===== config.mk =====
export PLATFORM = sky130hd
export DESIGN_NAME = vga_background_fetcher
export DESIGN_NICKNAME = d
export VERILOG_FILES = /design/src/rtl/vga_background_fetcher.sv
export SDC_FILE = /design/constraint.sdc
export NUM_CORES = 1
export LEC_CHECK = 0
export ABC_CLOCK_PERIOD_IN_PS = 4700
export BUFFER_PORTS_ARGS = -buffer_cell sky130_fd_sc_hd__buf_2
export CAP_MARGIN = 20
export CORE_MARGIN = 5
export CORE_UTILIZATION = 55
export DETAILED_ROUTE_END_ITERATION = 7
export PLACE_DENSITY = 0.76
export SLEW_MARGIN = 0
export SYNTH_ARGS = -nofsm -noshare
export SYNTH_HDL_FRONTEND = slang
export SYNTH_SLANG_ARGS = --single-unit

===== constraint.sdc =====
create_clock -name clk -period 4.7 [get_ports clk]
set_clock_uncertainty 0.05 [all_clocks]
set_input_delay 0.47 -clock clk [delete_from_list [all_inputs] [get_ports clk]]
set_output_delay 0.47 -clock clk [all_outputs]
set_load 0.005 [all_outputs]

===== src/rtl/vga_background_fetcher.sv =====
// Fetches the next scanline's 3-word background descriptor during horizontal
// blanking and commits it to the renderer inputs if it lands before active video.
`timescale 1ns/1ps
module vga_background_fetcher #(
    parameter int ADDR_WIDTH = 16,
    parameter int ROWS       = 480
) (
    input  logic                  clk,
    input  logic                  reset,
    input  logic                  h_active,
    input  logic                  v_active,
    input  logic                  bg_enable,
    input  logic [ADDR_WIDTH-1:0] bg_base,
    output logic                  mem_req,
    output logic [ADDR_WIDTH-1:0] mem_addr,
    input  logic                  mem_ack,
    input  logic [31:0]           mem_data,
    output logic [31:0]           bg_pixels_0,
    output logic [31:0]           bg_pixels_1,
    output logic [5:0]            bg_size_0,
    output logic [5:0]            bg_size_1,
    output logic                  underrun
);

    localparam int ROW_W = $clog2(ROWS + 1);

    localparam logic [1:0] S_IDLE = 2'd0;
    localparam logic [1:0] S_REQ0 = 2'd1;
    localparam logic [1:0] S_REQ1 = 2'd2;
    localparam logic [1:0] S_REQ2 = 2'd3;

    logic [1:0]            state;
    logic                  h_active_d;
    logic [ROW_W-1:0]      row;
    logic [ROW_W-1:0]      next_row;
    logic [ADDR_WIDTH-1:0] row_ext;
    logic [ADDR_WIDTH-1:0] fetch_base;
    logic [ADDR_WIDTH-1:0] base_addr;
    logic [31:0]           shadow_pixels_0;
    logic [31:0]           shadow_pixels_1;
    logic                  h_fall;
    logic                  h_rise;
    logic                  trigger;
    logic                  ack;

    assign h_fall  = h_active_d & ~h_active;
    assign h_rise  = ~h_active_d & h_active;
    assign trigger = h_fall && (state == S_IDLE) && bg_enable;
    assign ack     = mem_req & mem_ack;

    // Blanking lines and the last active line all prefetch row 0.
    always_comb begin
        next_row = '0;
        if (v_active && (row != ROW_W'(ROWS - 1)))
            next_row = row + 1'b1;
    end

    assign row_ext    = ADDR_WIDTH'(next_row);
    assign fetch_base = bg_base + row_ext + (row_ext << 1);

    always_ff @(posedge clk) begin
        if (reset) begin
            state       <= S_IDLE;
            h_active_d  <= 1'b0;
            row         <= '0;
            mem_req     <= 1'b0;
            mem_addr    <= '0;
            underrun    <= 1'b0;
            bg_pixels_0 <= '0;
            bg_pixels_1 <= '0;
            bg_size_0   <= '0;
            bg_size_1   <= '0;
        end else begin
            h_active_d <= h_active;
            underrun   <= h_rise && (state != S_IDLE);

            if (!v_active)
                row <= '0;
            else if (h_fall)
                row <= row + 1'b1;

            case (state)
                S_IDLE: begin
                    if (trigger) begin
                        state    <= S_REQ0;
                        mem_req  <= 1'b1;
                        mem_addr <= fetch_base;
                    end
                end
                S_REQ0: begin
                    if (ack) begin
                        state    <= S_REQ1;
                        mem_addr <= base_addr + 1'b1;
                    end
                end
                S_REQ1: begin
                    if (ack) begin
                        state    <= S_REQ2;
                        mem_addr <= base_addr + 2'd2;
                    end
                end
                S_REQ2: begin
                    if (ack) begin
                        state   <= S_IDLE;
                        mem_req <= 1'b0;
                        // A descriptor that lands after active video began is dropped.
                        if (!h_active) begin
                            bg_pixels_0 <= shadow_pixels_0;
                            bg_pixels_1 <= shadow_pixels_1;
                            bg_size_0   <= mem_data[5:0];
                            bg_size_1   <= mem_data[13:8];
                        end
                    end
                end
                default: state <= S_IDLE;
            endcase
        end
    end

    // Shadow capture holds data only, so it carries no reset.
    always_ff @(posedge clk) begin
        if (trigger)
            base_addr <= fetch_base;
        if (ack && (state == S_REQ0))
            shadow_pixels_0 <= mem_data;
        if (ack && (state == S_REQ1))
            shadow_pixels_1 <= mem_data;
    end

endmodule


==> flow_summary.toml <==
[run_status]
status = "finished clean"

[timing]
layout_min_cycle_time_ps = 4300
fin_tns_setup_ps = 0
fin_crit_sh_pct = 91.6
setup_slack_ps = 396
drv_slew = 0
grt_setup_unrepaired = "no"
setup_violations = 0
maxSlewHeadroom_pct = 32.0
worst_hold_slack_ps = 180
max_slew.worst_pin.slew_ps = 1020
fmax_mhz = 232
hold_viol_final = 0

[critical_path]
criticalPathCategory = "register to register"
critPathMaxStageDelay_ps = 530
reg2reg_depth = 15
cp-startpoint = "row[0]$_SDFFE_PP0P_"
path_cells = "ha_1, nand3_1, nor2_1, nand3_1, o21ai_2, nor2_1, fa_1, ha_1, inv_1, fa_1, nand2b_1, a21o_1, a2111o_1, and3_1, or2_2"
start_kind = "register"
worstPathArrival_ps = 4430
crit_path_end_kind = "register"
regToRegStartpoint = "row[0]$_SDFFE_PP0P_"
required_ps = 4830
critPathMaxFanout = 7
crit_slowest_cell = "fa_1"

[clocking]
clkTransAtPathRegs_ps = 70
cts-root-buf = "clkbuf_16"
cts_max_path_buffers = 2
cts_sinks = 186
post_cts_buffers = 0
htreeDepth = 4
cts_buffers = 17
cts_tree = "yes"
clk_latency_ps = 420
cts.hold.buffers_added = 0

[route]
dr.first_iter.drc_count = 398
via_per_inst = 5.49
vias = 6067
drc = 0
wirelength_microns = 17700
wl_per_cell_microns = 16.0
dr.pass1.iters = 8
drtAntennaViolNets = 0

[cells_and_area]
fin_util_pct = 67.1
area_delta_synth_final_pct = 18.8
regArea_sq_um = 4520
final_area_sq_um = 9350
multi_input_area_sq_um = 3150
fillers = 1133
diodes = 0
drive_gt1_share_pct = 21.9
fin_nets = 995

[global_routing]
grt_max_degree = 77
grt_pass1_vias = 5701
grt-ovfl-total = 0
antenna_found_initial = 0
track_usage_pct = 21.1
grt_pass1_wl_microns = 28100

[synth]
synthArstFlopShare_pct = 0
synthesis.area_sq_um = 7870
synth_cells = 780
yosys_warnings = 0
synth.distinct_cells = 62
avgSynthCellArea_sq_um = 10.1
synth_ff_type = "dfxtp_1"
syn-num-nets = 862
yosysSeqAreaShare_pct = 57.5
synth-edff-count = 80
ys_ff_latch = 186

[floorplanning]
rows = 43
die_area_sq_um = 16800
ios = 148
die_w_microns = 130
coreArea_sq_um = 13900
initial_core_util_pct = 56.5
chipHeight_microns = 130

[job]
cap_violations = 0

[placed_design]
place_area_sq_um = 8730
numPortBuffers = 147
hpwl_microns = 12000
post-place-ws_ps = 241
gp_congestion = 0.920

[hold_path]
hold_path.class = "input port to register"
hold_depth = 1
hp-start = "mem_data[26]"

[power]
vdd_drop_max_uv = 309
p_leak_nw = 3.65
power.density_nw_per_um2 = 402
flip-flops by register name, summed over array words and instances, names as in the netlist:
register         flops
state                2
bg_size_1            6
bg_pixels_1         32
shadow_pixels_1     32
mem_addr            16
bg_pixels_0         32
shadow_pixels_0     32
underrun             1
h_active_d           1
base_addr           16
mem_req              1
row                  9
bg_size_0            6
worst paths after layout:
| kind | endpoint | slack, ps |
|---|---|---|
| setup / recovery | base_addr[15]$_DFFE_PP_ | 400 |
| hold / removal | shadow_pixels_1[26]$_DFFE_PP_ | 180 |
| setup reg to reg | base_addr[15]$_DFFE_PP_ | 400 |
| hold reg to reg | mem_addr[6]$_SDFFE_PP0P_ | 400 |
worst max-delay path: cells and delay by family (launching register included):
family / cells / cell delay [ps]
fa+ha+maj: 4 / 1340
simple gates: 7 / 1320
compound gates: 3 / 900
flops: 1 / 400
buf+inv: 1 / 60
cells by family (layout without fill, tap and decap cells):
kind of cell,Yosys count,in the layout,synth area share (%)
simple gates,295,295,16.7
compound gates,187,187,14.4
flops,186,186,57.5
buf+inv,55,201,2.85
fa+ha+maj,28,28,5.31
xor+xnor,27,27,3.00
mux,2,2,0.270
routing by layer:
| metal | wire [microns] | up-vias | GRT usage, % |
|---|---|---|---|
| met5 | 0 | - | 0 |
| met4 | 307 | 0 | 6.85 |
| met3 | 1250 | 27 | 5.69 |
| met2 | 8450 | 190 | 34.6 |
| met1 | 7670 | 2838 | 27.5 |
| li1 | - | 3012 | - |
synthesized netlist by cell type (3+ instances only):
| cell type | instances | area share, % |
|---|---|---|
| a21o_1 | 9 | 0.86 |
| a31oi_1 | 8 | 0.64 |
| o221ai_1 | 4 | 0.45 |
| a311oi_1 | 4 | 0.45 |
| nand3_1 | 14 | 0.89 |
| a21oi_1 | 101 | 6.4 |
| dfxtp_1 | 106 | 27 |
| edfxtp_1 | 80 | 31 |
| clkbuf_1 | 27 | 1.3 |
| or3_1 | 6 | 0.48 |
| and2_1 | 3 | 0.24 |
| nand2_1 | 184 | 8.8 |
| ha_1 | 19 | 3.0 |
| nand2b_1 | 5 | 0.40 |
| a211oi_1 | 3 | 0.29 |
| fa_1 | 9 | 2.3 |
| nor3_1 | 7 | 0.45 |
| xnor2_1 | 14 | 1.6 |
| o211ai_1 | 3 | 0.29 |
| xor2_1 | 13 | 1.4 |
| nor2_1 | 42 | 2.0 |
| nand4_1 | 6 | 0.48 |
| and3_1 | 7 | 0.56 |
| o21ai_0 | 23 | 1.5 |
| a221oi_1 | 4 | 0.45 |
| nor3b_1 | 3 | 0.29 |
| inv_1 | 15 | 0.72 |
| nor2b_1 | 7 | 0.56 |
| buf_2 | 11 | 0.70 |
stage by stage:
stage | cells | total power [mW]
floorplan | 780 | 2.17
global placement | 1073 | 2.35
detailed placement | 1073 | 2.36
CTS | 1105 | 3.78
global route | 1106 | 3.92
finish | 1106 | 3.76
power by group:
group,total (mW),switching [mW],internal [mW]
logic,0.531,0.334,0.197
registers,1.80,0.0402,1.76
clock network,1.43,0.645,0.784
total,3.76,1.02,2.74
final cells by class:
type                            count  area share, %
Sequential cell                   186           48.4
Multi-Input combinational cell    539           33.7
Timing Repair Buffer              153           8.49
Clock buffer                       18           4.82
Tap cell                          180           2.41
Clock inverter                     14           1.58
Inverter                           16          0.642
timing repair:
action | in CTS | in global routing
endpoints found under the hold margin | 0 | 0
gates resized for setup | 0 | 1
endpoints found under the setup margin | 0 | 7
placed cells by master, fill, tap and decap left out, types with 7 or more instances in the layout:
master and count:
clkbuf_16 18, a21o_1 9, nor2_1 40, o21ai_0 23, and3_1 7, nand2_1 184
nand3_1 14, xor2_1 13, edfxtp_1 80, a21oi_1 101, a31oi_1 8, ha_1 19
nor3_1 7, xnor2_1 14, inv_1 15, buf_2 147, fa_1 9, dfxtp_1 106
nor2b_1 7
No activity file was read; power rests on OpenSTA's default activity.
